<file path="src/rtl/icetap_spi_bridge.sv">
// SPI-slave bridge to a bank of scan channels: an address phase selects one
// channel, then every SPI clock shifts one bit into it while its return data goes out on MISO.
module icetap_spi_bridge #(
  parameter int NUM_CHAN    = 8,
  parameter int ADDR_BITS   = 8,
  parameter int CNT_BITS    = 16,
  parameter int SYNC_STAGES = 2
) (
  input  logic                scan_clk,
  input  logic                scan_reset,
  input  logic                spi_clk,
  input  logic                spi_ss_,
  input  logic                spi_mosi,
  output logic                spi_miso,
  output logic [NUM_CHAN-1:0] chan_shift_ena,
  output logic                chan_shift_data,
  output logic [NUM_CHAN-1:0] chan_capture,
  output logic [NUM_CHAN-1:0] chan_update,
  input  logic [NUM_CHAN-1:0] chan_shift_in,
  output logic                xfer_active,
  output logic [CNT_BITS-1:0] bit_count,
  output logic                addr_err
);

  localparam int ACNT_W = $clog2(ADDR_BITS + 1);
  localparam logic [ADDR_BITS:0] CHAN_LIMIT = (ADDR_BITS + 1)'(NUM_CHAN);

  typedef enum logic [1:0] {IDLE, ADDR, DATA, IGNORE} state_t;

  logic [SYNC_STAGES-1:0] clk_sync, ss_sync, mosi_sync;
  logic [SYNC_STAGES:0]   fill;
  logic                   clk_s, ss_s, mosi_s;
  logic                   clk_d, ss_d;
  logic                   edge_evt, ss_rise, fill_done;
  logic                   armed;
  state_t                 state;
  logic [ADDR_BITS-1:0]   addr, addr_next;
  logic [ACNT_W-1:0]      addr_cnt;
  logic                   addr_ok, miso_bit;
  logic [NUM_CHAN-1:0]    addr_oh, addr_next_oh;
  logic [CNT_BITS-1:0]    bc_next;

  function automatic logic [NUM_CHAN-1:0] chan_onehot(input logic [ADDR_BITS-1:0] a);
    chan_onehot = '0;
    for (int i = 0; i < NUM_CHAN; i++)
      if (a == ADDR_BITS'(i)) chan_onehot[i] = 1'b1;
  endfunction

  // NOTE: the SPI pins are asynchronous; nothing downstream may look at them
  // before they have crossed the full synchroniser chain.
  always_ff @(posedge scan_clk) begin
    if (scan_reset) begin
      clk_sync  <= '0;
      ss_sync   <= '1;
      mosi_sync <= '0;
      clk_d     <= 1'b0;
      ss_d      <= 1'b1;
      fill      <= '0;
    end else begin
      clk_sync  <= {clk_sync[SYNC_STAGES-2:0], spi_clk};
      ss_sync   <= {ss_sync[SYNC_STAGES-2:0], spi_ss_};
      mosi_sync <= {mosi_sync[SYNC_STAGES-2:0], spi_mosi};
      clk_d     <= clk_s;
      ss_d      <= ss_s;
      fill      <= {fill[SYNC_STAGES-1:0], 1'b1};
    end
  end

  assign clk_s     = clk_sync[SYNC_STAGES-1];
  assign ss_s      = ss_sync[SYNC_STAGES-1];
  assign mosi_s    = mosi_sync[SYNC_STAGES-1];
  assign fill_done = fill[SYNC_STAGES];
  assign edge_evt  = clk_s & ~clk_d;
  assign ss_rise   = ss_s & ~ss_d;

  assign addr_next    = ADDR_BITS'({addr, mosi_s});
  assign addr_ok      = {1'b0, addr_next} < CHAN_LIMIT;
  assign addr_oh      = chan_onehot(addr);
  assign addr_next_oh = chan_onehot(addr_next);
  assign miso_bit     = |(chan_shift_in & addr_oh);
  assign bc_next      = (&bit_count) ? bit_count : bit_count + 1'b1;

  // A transaction starts only once ss_ has been seen high on the real pin, so
  // the reset-time preload of the ss_ chain can never fake a falling edge.
  // NOTE: every register here is updated with <= so all of them see the
  // pre-edge values of one another, exactly as the flops will.
  always_ff @(posedge scan_clk) begin
    if (scan_reset) begin
      state           <= IDLE;
      armed           <= 1'b0;
      addr            <= '0;
      addr_cnt        <= '0;
      bit_count       <= '0;
      xfer_active     <= 1'b0;
      spi_miso        <= 1'b0;
      chan_shift_ena  <= '0;
      chan_shift_data <= 1'b0;
      chan_capture    <= '0;
      chan_update     <= '0;
      addr_err        <= 1'b0;
    end else begin
      chan_shift_ena  <= '0;
      chan_shift_data <= 1'b0;
      chan_capture    <= '0;
      chan_update     <= '0;
      addr_err        <= 1'b0;
      spi_miso        <= 1'b0;

      case (state)
        IDLE: begin
          if (armed && !ss_s) begin
            state       <= ADDR;
            armed       <= 1'b0;
            addr        <= '0;
            addr_cnt    <= '0;
            bit_count   <= '0;
            xfer_active <= 1'b1;
          end else if (fill_done && ss_s) begin
            armed <= 1'b1;
          end
        end

        ADDR: begin
          if (ss_rise) begin
            state       <= IDLE;
            xfer_active <= 1'b0;
          end else if (edge_evt) begin
            addr <= addr_next;
            if (addr_cnt == ACNT_W'(ADDR_BITS - 1)) begin
              if (addr_ok) begin
                state        <= DATA;
                chan_capture <= addr_next_oh;
              end else begin
                state       <= IGNORE;
                addr_err    <= 1'b1;
                xfer_active <= 1'b0;
              end
            end else begin
              addr_cnt <= addr_cnt + 1'b1;
            end
          end
        end

        DATA: begin
          spi_miso <= miso_bit;
          if (ss_rise) begin
            if (bit_count != '0) chan_update <= addr_oh;
            state       <= IDLE;
            xfer_active <= 1'b0;
          end else if (edge_evt) begin
            chan_shift_ena  <= addr_oh;
            chan_shift_data <= mosi_s;
            bit_count       <= bc_next;
          end
        end

        IGNORE: begin
          if (ss_rise) state <= IDLE;
        end

        default: state <= IDLE;
      endcase
    end
  end

endmodule

</file>
<file path="config.mk">
export PLATFORM = sky130hd
export DESIGN_NAME = icetap_spi_bridge
export DESIGN_NICKNAME = d
export VERILOG_FILES = /design/src/rtl/icetap_spi_bridge.sv
export SDC_FILE = /design/constraint.sdc
export NUM_CORES = 1
export LEC_CHECK = 0
export BUFFER_PORTS_ARGS = -buffer_cell sky130_fd_sc_hd__buf_2
export CAP_MARGIN = 10
export CORE_MARGIN = 2
export CORE_UTILIZATION = 49
export CTS_CLUSTER_DIAMETER = 40
export DETAILED_ROUTE_END_ITERATION = 7
export GPL_ROUTABILITY_DRIVEN = 0
export PLACE_DENSITY = 0.82
export RECOVER_POWER = 50
export SETUP_SLACK_MARGIN = 0.2
export SYNTH_ARGS = -nofsm -noshare
export SYNTH_HDL_FRONTEND = slang
export SYNTH_SLANG_ARGS = --single-unit
</file>
<file path="constraint.sdc">
create_clock -name scan_clk -period 2 [get_ports scan_clk]
set_input_delay 0.1 -clock scan_clk [delete_from_list [all_inputs] [get_ports scan_clk]]
set_output_delay 0.1 -clock scan_clk [all_outputs]
set_load 0.01 [all_outputs]
</file>
==> qor.csv <==
metric,value,unit
final_common_cell,dfxtp_1,
cts_buffer_depth,2,
insertion_delay,350,ps
dp_hpwl,4.96,mm
synth.area.top_cells,"dfxtp_1, nor2_1, mux2i_1, ha_1, nand2_1",
drtAntennaViolNets,0,
max_freq,0.522,GHz
path_buf_inv,2,
finalSetupViolCount,0,
yosysSeqAreaShare,47.0,%
grt_use_total,23.6,%
cts_max_level,3,
synth_edf_count,0,
multiInputGateArea,0.00168,sq mm
maxSlewViolCount,0,
slowest_stage,dfxtp_2,
crit_path_max_fanout,11,
drtIter0Drc,137,
area_delta_synth_final,34.9,%
via_per_inst,5.69,
clkTransAtPathRegs,70,ps
yosys.area.top_type,dfxtp_1,
grt_antenna_before_repair,0,
cts_sinks,70,
cp_common_cell,buf_4,
leakage,0.00155,uW
slowest_delay,330,ps
die_x,82.0,microns
max_cap_viol_count,0,
numCtsBuffers,9,
worst_slew_pin_slew,894,ps
coreArea,0.00589,sq mm
rows,28,
regArea,0.00142,sq mm
io-pin-count,57,
synth_seq_cells,70,
status,"complete, no violations",
layout_min_cycle_time,1920,ps
switching_share,26.4,%
firstDrtPassIters,4,
layout.nets,437,
synth_top_cell_area_share,47.0,%
crit_required,2230,ps
final_cell_mix,"dfxtp_1, nor2_1, clkbuf_1, buf_4, buf_2",
relSlewSlack,40.4,%
pwr-share-clk,36.8,%
cts_root_buf,clkbuf_8,
final_hold_viol_count,0,
finalSetupTns,0,ps
total_power,2760,uW
p_sw,729,uW
wl,7.90,mm
grt_first_pass_wirelength,12.1,mm
n_antenna_cell,0,
critPathArrivalTime,2150,ps
die_area,0.00673,sq mm
grt_setup_unrepaired,yes,
path_cells,buf_4 > ha_1 > buf_4 > a211oi_2 > o21a_1 > a21oi_1 > a311oi_1,
vias,2830,
cp_top_family,compound AO/OA/AOI/OAI gates,
post-route-period-util,95.8,%
synthFlopType,dfxtp_1,
power.density,685,mW/mm^2
crit_type,flip-flop to flip-flop,
numPortBuffers,56,
drive_gt1_share,32.2,%
power_frac_comb,11.4,%
syn_area,0.00298,sq mm
grt_pass1_vias,2629,
start_util,50.7,%
min_path_type,input port to flip-flop,
synth-warning-count,0,
ys_types,58,
fillers,463,
cts_tree,yes,
ir_drop,0.411,mV
synth-async-reset-ratio,0,%
synth_fp_nets,342,
syn_inst,322,
endpoint_kind,flip-flop,
cp-start-kind,flip-flop,
syn_avg_cell_area,9.26,sq um
intPower,2030,uW
fin_skew,12.2,ps
grt_overflow_total,0,
drcViolationCount,0,
grt_max_degree,21,
seqPwrFrac,51.8,%
wl_per_cell,15.9,microns
die_height,82.0,microns
final cells by class:
type                    count  area share [%]
clock buffers              10            3.42
clock inverters             6           0.933
inverters                  12            1.18
multi-input cells         224            41.6
flip-flops and latches     70            35.3
well taps                  75            2.33
repair buffers            100            15.2
worst paths after layout:
check                                  end                  start  depth (start not counted)  slack, ps
setup / recovery     state[0]$_SDFFE_PP0P_  state[0]$_SDFFE_PP0P_                          7         80
setup reg to reg     state[0]$_SDFFE_PP0P_  state[0]$_SDFFE_PP0P_                          7         80
hold reg to reg      ss_sync[1]$_SDFF_PP1_  ss_sync[0]$_SDFF_PP1_                          1        410
hold / removal    addr_cnt[1]$_SDFFE_PP0P_             scan_reset                          2        340
worst reg2reg max path: cells and delay by family, from the launching register on:
kind	cells	cell delay, ps
flops	1	330
compound gates	4	820
buf+inv	2	350
fa+ha+maj	1	300
through the flow:
| stage | instances | instance area (sq um) | hold slack [ps] | worst slack [ps] | util [%] |
|---|---|---|---|---|---|
| finish | 497 | 4020 | 345 | 84.0 | 68.4 |
| global route | 497 | 4020 | 386 | 29.6 | 68.4 |
| CTS | 492 | 3920 | 128 | 113 | 66.6 |
| detailed placement | 458 | 3490 | 288 | -2.45 | 59.4 |
| global placement | 458 | 3490 | 286 | 101 | 59.4 |
| floorplan | 322 | 3060 | 204 | 207 | - |
kinds of logic after synthesis:
| logic type | share of synthesized area [%] |
|---|---|
| AO/OA/AOI/OAI | 15.4 |
| XOR/XNOR | 0.587 |
| adder cells (fa/ha/maj) | 2.94 |
| buffers and inverters | 4.07 |
| flip-flops | 47.0 |
| multiplexers | 4.87 |
| AND/OR/NAND/NOR | 25.2 |
metal layers:
layer | vias up | wire length, microns | global-route usage [%] | share of wire (%)
li1 | 1355 | - | - | -
met2 | 125 | 3810 | 37.7 | 48
met5 | - | 0 | 0 | 0
met1 | 1342 | 3310 | 29.3 | 42
met4 | 0 | 99 | 12.0 | 1.3
met3 | 8 | 669 | 6.26 | 8.5
synth_stat cells, drive strengths merged, types with 2 or more instances:
library cell	number
a211oi	4
a21o	4
a21oi	14
a311oi	8
a31oi	5
a41o	2
a41oi	2
and2	10
buf	4
clkbuf	12
dfxtp	70
ha	7
inv	11
mux2i	10
mux4	2
nand2	20
nand2b	5
nand3	10
nand3b	3
nand4	7
nor2	39
nor2b	11
nor3	9
nor4	7
nor4b	3
o21a	2
o21ai	7
o31ai	4
or2	6
or3	5
xnor2	2
power by group through the flow:
stage                     clock, uW  sequential, uW  combinational (uW)
after floorplan                   0            1460                 188
after global routing           1100            1430                 336
final                          1020            1430                 314
after detailed placement          0            1460                 263
after global placement            0            1460                 256
after CTS                      1030            1430                 288
repair_timing:
item,4_1_cts,5_1_grt
setup buffers,14,5
pin swaps,16,12
resized for setup,16,33
hold buffers,3,0
endpoints found under the hold margin,3,0
endpoints found under the setup margin,30,43
gates cloned,1,0
state kept, by name (all words and copies together) (netlist names):
register,flops
addr,8
addr_cnt,4
addr_err,1
armed,1
bit_count,16
chan_capture,8
chan_shift_data,1
chan_shift_ena,8
chan_update,8
clk_d,1
clk_sync,2
fill,3
mosi_sync,2
spi_miso,1
ss_d,1
ss_sync,2
state,2
xfer_active,1
Power figures use the tool's default switching activity.
